## config.mk

```make
export PLATFORM = sky130hd
export DESIGN_NAME = bin2bcd_converter
export DESIGN_NICKNAME = d
export VERILOG_FILES = /design/src/rtl/bin2bcd_converter.sv
export SDC_FILE = /design/constraint.sdc
export NUM_CORES = 1
export LEC_CHECK = 0
export ABC_AREA = 0
export CORE_MARGIN = 2
export CORE_UTILIZATION = 60
export CTS_BUF_LIST = sky130_fd_sc_hd__clkbuf_8
export DETAILED_ROUTE_END_ITERATION = 10
export PLACE_DENSITY_LB_ADDON = 0.15
export SKIP_LAST_GASP = 1
export SYNTH_ARGS = -nofsm -noshare
export SYNTH_HDL_FRONTEND = slang
export SYNTH_SLANG_ARGS = --single-unit
```

## constraint.sdc

```tcl
create_clock -name clk_i -period 3.4 [get_ports clk_i]
set_input_delay 0.51 -clock clk_i [delete_from_list [all_inputs] [get_ports clk_i]]
set_output_delay 0.51 -clock clk_i [all_outputs]
set_load 0.005 [all_outputs]
```

## src/rtl/bin2bcd_converter.sv

```systemverilog
// Sequential double-dabble binary-to-packed-BCD converter, one input bit per cycle.
// Optional macro BCD_OVERFLOW_SATURATE_EN: a latched overflow flag forces bcd_o to all nines.
module bin2bcd_converter #(
   parameter int WIDTH  = 20,
   parameter int DIGITS = 7
) (
   input  logic                  clk_i,
   input  logic                  reset_i,
   input  logic                  start_i,
   input  logic [WIDTH-1:0]      binary_i,
   input  logic                  overflow_i,
   output logic                  ready_o,
   output logic                  done_o,
   output logic [4*DIGITS-1:0]   bcd_o,
   output logic                  overflow_o
);

   localparam int CW = $clog2(WIDTH + 1);
   localparam int BW = 4 * DIGITS;

   typedef enum logic [1:0] {
      IDLE = 2'd0,
      OP   = 2'd1,
      DONE = 2'd2
   } state_t;

   state_t            state;
   state_t            state_nxt;
   logic [WIDTH-1:0]  shift_q;
   logic [BW-1:0]     acc_q;
   logic [BW-1:0]     acc_adj;
   logic [BW-1:0]     acc_shift;
   logic [CW-1:0]     cnt_q;
   logic              ovf_lat_q;
   logic [BW-1:0]     bcd_q;
   logic              ovf_q;
   logic              accept;
   logic              finish;

   assign accept = (state == IDLE) && start_i;
   // The shift that takes the counter from 1 to 0 is the last one.
   assign finish = (state == OP) && (cnt_q == CW'(1));

   // Add-3 per digit from the pre-shift value; digits never carry into each other.
   always_comb begin
      acc_adj = acc_q;
      for (int d = 0; d < DIGITS; d++) begin
         if (acc_q[4*d +: 4] >= 4'd5) begin
            acc_adj[4*d +: 4] = acc_q[4*d +: 4] + 4'd3;
         end
      end
      acc_shift = {acc_adj[BW-2:0], shift_q[WIDTH-1]};
   end

   always_ff @(posedge clk_i or negedge reset_i) begin
      if (!reset_i) begin
         state <= IDLE;
      end else begin
         state <= state_nxt;
      end
   end

   always_comb begin
      state_nxt = state;
      case (state)
         IDLE: if (start_i) state_nxt = OP;
         OP:   if (cnt_q == CW'(1)) state_nxt = DONE;
         DONE: state_nxt = IDLE;
         default: state_nxt = IDLE;
      endcase
   end

   always_comb begin
      ready_o = (state == IDLE);
      done_o  = (state == DONE);
   end

   always_ff @(posedge clk_i or negedge reset_i) begin
      if (!reset_i) begin
         shift_q   <= '0;
         acc_q     <= '0;
         cnt_q     <= '0;
         ovf_lat_q <= 1'b0;
      end else if (accept) begin
         shift_q   <= binary_i;
         acc_q     <= '0;
         cnt_q     <= CW'(WIDTH);
         ovf_lat_q <= overflow_i;
      end else if (state == OP) begin
         shift_q   <= {shift_q[WIDTH-2:0], 1'b0};
         acc_q     <= acc_shift;
         cnt_q     <= cnt_q - CW'(1);
      end
   end

   // Result registers update only when a conversion completes and hold otherwise.
   always_ff @(posedge clk_i or negedge reset_i) begin
      if (!reset_i) begin
         bcd_q <= '0;
         ovf_q <= 1'b0;
      end else if (finish) begin
`ifdef BCD_OVERFLOW_SATURATE_EN
         if (ovf_lat_q) begin
            bcd_q <= {DIGITS{4'h9}};
         end else begin
            bcd_q <= acc_shift;
         end
`else
         bcd_q <= acc_shift;
`endif
         ovf_q <= ovf_lat_q;
      end
   end

   assign bcd_o      = bcd_q;
   assign overflow_o = ovf_q;

endmodule

```

# Yosys cells after proc, flatten, opt, wreduce, memory -nomap -nowiden
# Index checks and enable logic that the tools add are counted.
# Widths: inputs -> output; s select.
# totals
output_inout_bits	31
word_cells	48
regBits	85
# op_classes
n_mux	16
eq_ne	5
n_lt_le_gt_ge	7
addsub	8
reduce_logical	5
# ops
op	n
$mux 28	2
$mux 20	2
$ge 4x3->1 const B	7
$add 4x2->4 const B	6
$mux 4	6
$mux 5	2
$eq 5x1->1 const B	1
$sub 5x1->5 const B	1
$mux 2	2
$pmux 2 s2	1
$add 3x2->3 const B	1
$mux 3	1
$eq 2x1->1 const B	1
$eq 2x2->1 const B	1
$logic_and 1x1->1	2
$logic_not 2->1	1
$ne 2x1->1 const B	1
$ne 2x2->1 const B	1
$reduce_and 2->1	1
$reduce_bool 2->1	1

# Depth between registers and ports, before layout
# Gate-level depths: netlist of run 1.
# depth
ltp_word	4
mapped_depth	7
depth_no_buf	6

# Worst setup path after synthesis of run 1
# OpenSTA, ideal clock, no wires.
# synth_timing
kind	register to register
from	register cnt_q[1]
to	register bcd_q[22] (netlist: bcd_o[22])
slack_ns	1.664
n_path_buf	1
period_less_slack_ns	1.736
arrival_ns	1.609
stages_incl_launch_ff	8
t_required_ns	3.273
setup_ns	0.127
path_cell_list	dfrtp_1 -> inv_1 -> ha_1 -> nor4b_4 -> nand2_4 -> clkinv_4 -> buf_6 -> mux2_1
# synth_between
elab_chain_cells	2
# synth_rtl
item	line_no	source
start: declaration	33	logic [CW-1:0] cnt_q;
start signal: assignment	87	cnt_q <= CW'(WIDTH);
start signal: assignment	92	cnt_q <= cnt_q - CW'(1);
$eq 5x1->1	42	assign finish = (state == OP) && (cnt_q == CW'(1));
$logic_and 1x1->1	42	
end signal: assignment	109	bcd_q <= acc_shift;
end: declaration	35	logic [BW-1:0] bcd_q;
# No other way between the ends.
# A chain may end at the register's enable or synchronous reset.

# Worst setup path in the final report of run 1
# layout_timing
from	register state[1]
to	output done_o
# layout_between
elab_chain_cells	1
# layout_rtl
item	line_no	source
start: declaration	27	state_t state;
start signal: assignment	59	state <= state_nxt;
$eq 2x2->1	75	done_o = (state == DONE);
end: declaration	13	output logic done_o,
# No other way between the ends.

==> results of run 1 <==
[cells in the final DEF (no fill, tap or decap), types with 3 or more instances in the layout]
cell type / instances
a22o_1: 14
nor3_1: 8
or3b_2: 7
a21oi_1: 23
buf_4: 5
ha_1: 16
a31oi_1: 7
clkdlybuf4s50_1: 53
nor2_1: 3
nor3b_1: 6
mux2_4: 10
xnor2_1: 8
o21ai_0: 57
nand2_1: 38
mux2_2: 3
a22oi_1: 27
clkbuf_8: 10
mux2i_1: 7
dfrtp_1: 85
inv_1: 19
nand2b_1: 9
[kinds of logic after synthesis]
family                     Yosys count  synth area share
AOI/OAI and AO/OA                  130            0.1920
DFF                                 85            0.5205
buffers and inverters               40           0.04531
adders and majority gates           16           0.04899
muxes                               22           0.06767
xor gates and xnor gates             8           0.01715
and+or+nand+nor                     81            0.1084
[worst reg2reg max path, cell delays in order (launching register included)]
cell	delay [ns]
dfrtp_1	0.87
nand2b_1	0.46
or4_1	0.55
nand3_1	0.10
o21ai_0	0.08
[state kept, by name (all words and copies together) (netlist names)]
name        flops
cnt_q           5
shift_q        20
state           2
acc_q          28
bcd_o          28
ovf_lat_q       1
overflow_o      1
[layer usage]
metal,share of wire,GRT usage
met1,0.47,0.3406
met3,0.038,0.04571
met4,0.011,0.06960
met5,0,0
met2,0.48,0.3699
[Yosys cell counts, types with 5 or more instances]
library cell  count
dfrtp_1          85
o21ai_0          57
nand2_1          38
a22oi_1          27
a21oi_1          23
inv_1            17
ha_1             16
clkbuf_1         15
a22o_1           14
mux2_4           10
nand2b_1          9
nor3_1            8
xnor2_1           8
a31oi_1           7
mux2i_1           7
or3b_2            7
nor3b_1           6
buf_2             5
[power by group through the flow]
| stage | sequential [mW] | combinational, mW | clock [mW] |
|---|---|---|---|
| floorplan | 1.76 | 1.42 | 0 |
| global placement | 1.86 | 1.97 | 0 |
| detailed placement | 1.87 | 2.05 | 0 |
| CTS | 1.86 | 2.07 | 0.711 |
| global route | 1.93 | 2.30 | 0.749 |
| finish | 1.86 | 2.04 | 0.696 |
[path summary, 6_finish.rpt]
check / to / slack (ns) / depth (start not counted)
max in group asynchronous: bcd_o[21] / 2.41 / 1
worst min register to register: acc_q[25] / 0.49 / 2
worst max register to register: cnt_q[3] / 1.21 / 4
min in group clk_i: acc_q[25] / 0.49 / 2
worst min-delay path: shift_q[15] / 0.35 / 1
worst max-delay path: done_o / 0.97 / 2
[area by class of cell]
cell class	count	area, sq um
Clock buffer	10	137.6
Timing Repair Buffer	58	568.0
Tap cell	80	100.1
Multi-Input combinational cell	257	1780
Clock inverter	6	55.05
Fill cell	498	1841
Inverter	18	72.57
Sequential cell	85	2127
[stage by stage]
| stage | setup WS [ns] | hold slack, ns | instance area [sq um] | power [mW] | utilization |
|---|---|---|---|---|---|
| 2_1_floorplan | 1.664 | 0.2144 | 4086 | 3.181 | - |
| 3_3_place_gp | 1.276 | 0.4632 | 4648 | 3.825 | 0.6957 |
| 3_5_place_dp | 1.214 | 0.4633 | 4648 | 3.924 | 0.6957 |
| 4_1_cts | 0.9543 | 0.3868 | 4841 | 4.635 | 0.7245 |
| 5_1_grt | 0.7841 | 0.4139 | 4841 | 4.975 | 0.7245 |
| 6_report | 0.9734 | 0.3523 | 4841 | 4.598 | 0.7245 |
==> run metrics, run 1 <==
outcome=completed; Routed WL=8348 um; Die H=86.53 um; initial drt markers=178; largest cells by area after synthesis=dfrtp_1, o21ai_0, a22oi_1, ha_1, mux2_4; Core ar.=6681 sq um; Die X=between 80 and 90 um; worst path cell trace=nor2b_1, clkdlybuf4s50_1; top cell type's share of synthesized area=0.5205; mean post-synth cell area=10.70 sq um; RSZ-0062 raised after global routing=no; syn_nets=between 400 and 500; number of I/O port buffers=54; effective utilization at floorplan=0.6116; Cell Rows=30; CP startpoint kind=register; hold buffer count at CTS=0; Max-Cap Viols=0; sequential share of power=0.405; Detail Route Antenna Nets=0; crit share post-route=0.7137; clk buf depth=2; crit path max fanout=28; clock sink total=85; setup bufs post-CTS=0; leading area contributor after synthesis=dfrtp_1; fin crit period=2.427 ns; Fin. Hold Viols=0; Final setup viols=0; die footprint=7487 sq um; Async SR Flop Fraction=1.000; layout cells sized above 1=0.1014; number of global-route vias before repair=2883; Leakage Power=about 2.1 nW; drt pass-1 iters=5; cell family contributing the most delay on the critical path=flip-flops; P_sw=1.708 mW; FF+latch count, synth=85; CTS clk-pin slew, worst paths=~0.08 ns; Synth warnings=0; final setup TNS=0 ns; antenna cells=0; EDFF count, synth=0; crit path launch=state[1]; grt ovf=0; Power per Cell Area=949.9 nW/um^2; RePlAce Congestion=0.7727; Routed wire per std cell=16.24 um; cts bufs inserted=9; root buffer cell=clkbuf_8; Tot GR Track Use=0.2370; largest net degree at the start of global routing=86; number of I/O pins=55; post-placement cell count=498; # resized after CTS=0; number of remaining DRC errors=0; CP Capture Type=output pin; Hold WC Path Type=input port to async pin; unique cell type count in the Yosys netlist=33; final slew viol count=0; slowest CP cell=dfrtp_1; VDD IR max=0.0005641 V; launching point of the worst reg2reg path=state[0]; Post-Layout Cell Count=roughly 510; critical path type=register to output pin; Syn Std Cell Area=a little over 4000 sq um; Net Sw Frac=0.3715; nets=roughly 470; fmax=412.1 MHz; Syn Inst Count=about 380; initial antenna violation count=0; combinational share of power=0.444; Worst Tran Pin Value=between 1 and 1.5 ns; Slew HR=0.3162; Worst EP required=2.89 ns; H-tree depth=3; DPL Wire Length=5423 um; Clock Latency Late Sink=about 0.34 ns; Clock Skew=0.009035 ns; Critical path buffers and inverters=1; sequential cell area fraction in the yosys report=0.5205; CTS tree=yes; Int Power=2.890 mW; via count=3007; clock power share=0.151; slowest stage delay, CP=0.86 ns; ys flop type=dfrtp_1; vias per cell=between 5 and 6; crit path DAT=1.92 ns; P&R area growth vs syn=18.46%; first-pass GRT wire length=13860 um
(Power assumes the default switching activity.)
==> run 2, diff against run 1 <==
CORE_UTILIZATION = 57   (was 60)
clock period = 2.4 ns   (was 3.4 ns; I/O delays follow)
==> run metrics, run 2 (synthesized netlist as in run 1, its figures left out) <==
Final Core Density=0.7117; launching point of the worst reg2reg path=cnt_q[1]; DPL Wire Length=5670 um; worst hold margin=-0.005977 ns; Die H=between 80 and 90 um; nets=473; Hold WC Path Type=input port to async pin; fmax=483.1 MHz; # resized after CTS=0; crit path DAT=1.71 ns; RSZ-0062 raised after global routing=no; Fin. Hold Viols=7; drt pass-1 iters=4; commonest cells after routing, fill and taps aside=dfrtp_1, o21ai_0, clkdlybuf4s50_1; grt ovf=0; final instance area=4888 sq um; number of remaining DRC errors=0; via count=roughly 3000; final setup TNS=0 ns; clock sink total=between 80 and 90; Worst EP required=between 2 and 2.5 ns; VDD IR max=between 0.0007 and 0.0008 V; Reg-to-Reg End=bcd_o[1]; antenna cells=0; first-pass GRT wire length=13910 um; Max-Cap Viols=0; crit share post-route=0.8624; P&R area growth vs syn=19.63%; cell area after placement=4711 sq um; Core ar.=6869 sq um; crit path max fanout=16; Leakage Power=between 2 and 2.5 nW; hold buffer count at CTS=0; number of global-route vias before repair=2907; Routed WL=~8400 um; Cell Rows=30; number of I/O pins=between 50 and 60; Routed wire per std cell=about 16 um; cts bufs inserted=9; Worst Tran Pin Value=0.5249 ns; Tot GR Track Use=0.2293; Clock Latency Late Sink=around 0.34 ns; Final setup viols=0; CP startpoint kind=register; die footprint=7862 sq um; CTS clk-pin slew, worst paths=0.08 ns; RePlAce Congestion=0.7769; effective utilization at floorplan=0.5949; outcome=finished with violations; H-tree depth=3; Slew HR=0.6501; largest net degree at the start of global routing=46; root buffer cell=clkbuf_8; r2r setup slk=0.57 ns; Detail Route Antenna Nets=0; clk buf depth=2; final slew viol count=0; initial antenna violation count=0; fin crit period=2.070 ns; Die X=88.67 um; number of I/O port buffers=between 50 and 60; Clock Skew=0.007396 ns; failing checks=negative hold slack; setup bufs post-CTS=0; critical path type=register to output pin; Worst R2R Path Depth=6; CTS tree=yes; commonest non-fill, non-tap cell in the layout=dfrtp_1; layout cells sized above 1=0.1101; vias per cell=5.692; Power per Cell Area=1333 nW/um^2; initial drt markers=between 150 and 200; CP Capture Type=output pin
[run 2: changes by cell type in the layout (fill, tap and decap cells not counted), sizes merged]
cell,delta
inv,-2
clkbuf,-1
buf,+4
clkinv,+2
clkinvlp,-1
[run 2: worst max-delay path by stage]
stage	start	end	depth (start not counted)
6_report	state[0]	done_o	3
5_1_grt	state[0]	done_o	3
4_1_cts	state[0]	ready_o	3
3_5_place_dp	start_i	shift_q[17]	5
3_3_place_gp	start_i	shift_q[14]	5
2_1_floorplan	cnt_q[1]	bcd_o[22]	7
[run 2: through the flow]
step                power [mW]  setup slack [ns]  instances
detailed placement       5.589            0.4420        518
finish                   6.515            0.3301        532
CTS                      6.561            0.3190        532
global placement         5.441            0.5501        518
floorplan                4.507            0.6637        382
global route             7.054            0.2462        532
[run 2: per-layer routing]
metal,vias to the layer above,track usage,share of wire
met2,63,0.3664,0.48
met1,1502,0.3205,0.47
li1,1457,-,-
met3,6,0.04384,0.040
met4,0,0.06749,0.0086
met5,-,0,0
[run 2: layout make-up]
| type | count | area [sq um] |
|---|---|---|
| clock inverter | 5 | 53.80 |
| inverter | 18 | 72.57 |
| multi-input combinational | 257 | 1780 |
| tap | 96 | 120.1 |
| sequential | 85 | 2127 |
| timing repair buffer | 62 | 610.6 |
| clock buffer | 9 | 123.9 |
| fill | 521 | 1981 |
[run 2: report_power, final]
part / total, mW / internal, mW / leakage [nW] / switching [mW]
clock network: 0.950 / 0.466 / 0.0947 / 0.483
logic: 2.95 / 1.55 / 0.983 / 1.41
registers: 2.61 / 2.07 / 1.08 / 0.545
[run 2: worst max-delay path, cell delays in order, from the launching register on]
cell and delay, ns:
dfrtp_1 0.50, buf_4 0.25, nor2b_1 0.12, clkdlybuf4s50_1 0.50
==> run 3, diff against run 2 <==
CELL_PAD_IN_SITES_DETAIL_PLACEMENT = 1   (was not set)
CELL_PAD_IN_SITES_GLOBAL_PLACEMENT = 1   (was not set)
CORE_UTILIZATION = 45   (was 57)
==> run metrics, run 3 (synthesized netlist as in run 1, its figures left out) <==
via count=3150; commonest cells after routing, fill and taps aside=dfrtp_1, o21ai_0, clkdlybuf4s50_1; CTS tree=yes; number of global-route vias before repair=3432; Detail Route Antenna Nets=0; number of I/O pins=55; final slew viol count=0; largest net degree at the start of global routing=41; CTS clk-pin slew, worst paths=0.09 ns; fmax=roughly 490 MHz; Worst R2R Path Depth=6; clk buf depth=2; min setup slack post-route=0.3605 ns; setup bufs post-CTS=0; antenna cells=0; Routed WL=around 10000 um; crit path DAT=1.68 ns; Worst EP required=2.04 ns; Clock Latency Late Sink=roughly 0.35 ns; H-tree depth=3; Max-Cap Viols=0; outcome=completed; Tot GR Track Use=0.2161; number of I/O port buffers=54; # resized after CTS=0; die footprint=9860 sq um; root buffer cell=clkbuf_8; CP Capture Type=output pin; Hold WC Path Type=input port to async pin; RePlAce Congestion=0.8005; Power per Cell Area=1384 nW/um^2; DPL Wire Length=6636 um; Die H=99.30 um; RSZ-0062 raised after global routing=no; Die X=99.30 um; final setup TNS=0 ns; Fin. Hold Viols=0; crit path max fanout=15; P&R area growth vs syn=22.11%; Core ar.=between 8000 and 9000 sq um; layout cells sized above 1=0.1159; hold buffer count at CTS=1; Routed wire per std cell=approximately 18 um; number of remaining DRC errors=0; Final setup viols=0; commonest non-fill, non-tap cell in the layout=dfrtp_1; Worst Tran Pin Value=just over 0.5 ns; CP startpoint kind=register; drt pass-1 iters=4; Leakage Power=2.187 nW; effective utilization at floorplan=0.4663; cts bufs inserted=9; Clock Skew=0.01117 ns; crit share post-route=0.8498; pre-CTS WS=between 0.3 and 0.4 ns; Slew HR=0.6607; nets=between 400 and 500; clock sink total=between 80 and 90; vias per cell=between 5 and 6; VDD IR max=0.0006044 V; first-pass GRT wire length=approximately 17000 um; initial drt markers=85; Cell Rows=34; initial antenna violation count=0; grt ovf=0; critical path type=register to output pin; fin crit period=2.039 ns
run 3: worst max-delay path, stage by stage (launching register included):
cell and delay, ns:
dfrtp_1 0.65, nor2b_1 0.19, clkdlybuf4s50_1 0.50
run 3: path summary, 6_finish.rpt:
kind,end,slack [ns],startpoint
max,done_o,0.36,state[1]
min,shift_q[16],0.46,reset_i
max reg2reg,bcd_o[1],0.51,cnt_q[1]
min reg2reg,ovf_lat_q,0.49,ovf_lat_q
max in group asynchronous,bcd_o[21],1.30,reset_i
min in group clk_i,ovf_lat_q,0.49,ovf_lat_q
run 3: report_power, final:
group | switching (mW) | internal (mW) | total, mW
Clock | 0.542 | 0.697 | 1.24
Combinational | 1.50 | 1.55 | 3.05
Sequential | 0.552 | 2.07 | 2.62
run 3: area by class of cell:
type / instances / area (sq um)
fillers: 943 / 3774
inverters: 18 / 72.57
clock inverters: 7 / 122.6
flip-flops and latches: 85 / 2127
repair buffers: 64 / 628.1
well taps: 108 / 135.1
clock buffers: 9 / 123.9
multi-input cells: 257 / 1780
run 3: per-layer routing:
metal / track usage / part of all wire / vias up
met1: 0.2973 / 0.47 / 1624
met5: 0 / 0 / -
met2: 0.3597 / 0.49 / 51
met3: 0.03303 / 0.027 / 9
met4: 0.05690 / 0.0090 / 0
li1: - / - / 1466
run 3: through the flow:
step / utilization / total power, mW / cells / hold WS, ns / cell area [sq um]
after CTS: 0.5694 / 6.985 / 548 / 0.4692 / 4990
after global placement: 0.5401 / 5.497 / 531 / 0.3127 / 4733
final: 0.5694 / 6.904 / 548 / 0.4639 / 4990
after detailed placement: 0.5401 / 5.711 / 531 / 0.3154 / 4733
after floorplan: - / 4.507 / 382 / 0.06441 / 4086
after global routing: 0.5694 / 7.473 / 548 / 0.4823 / 4990
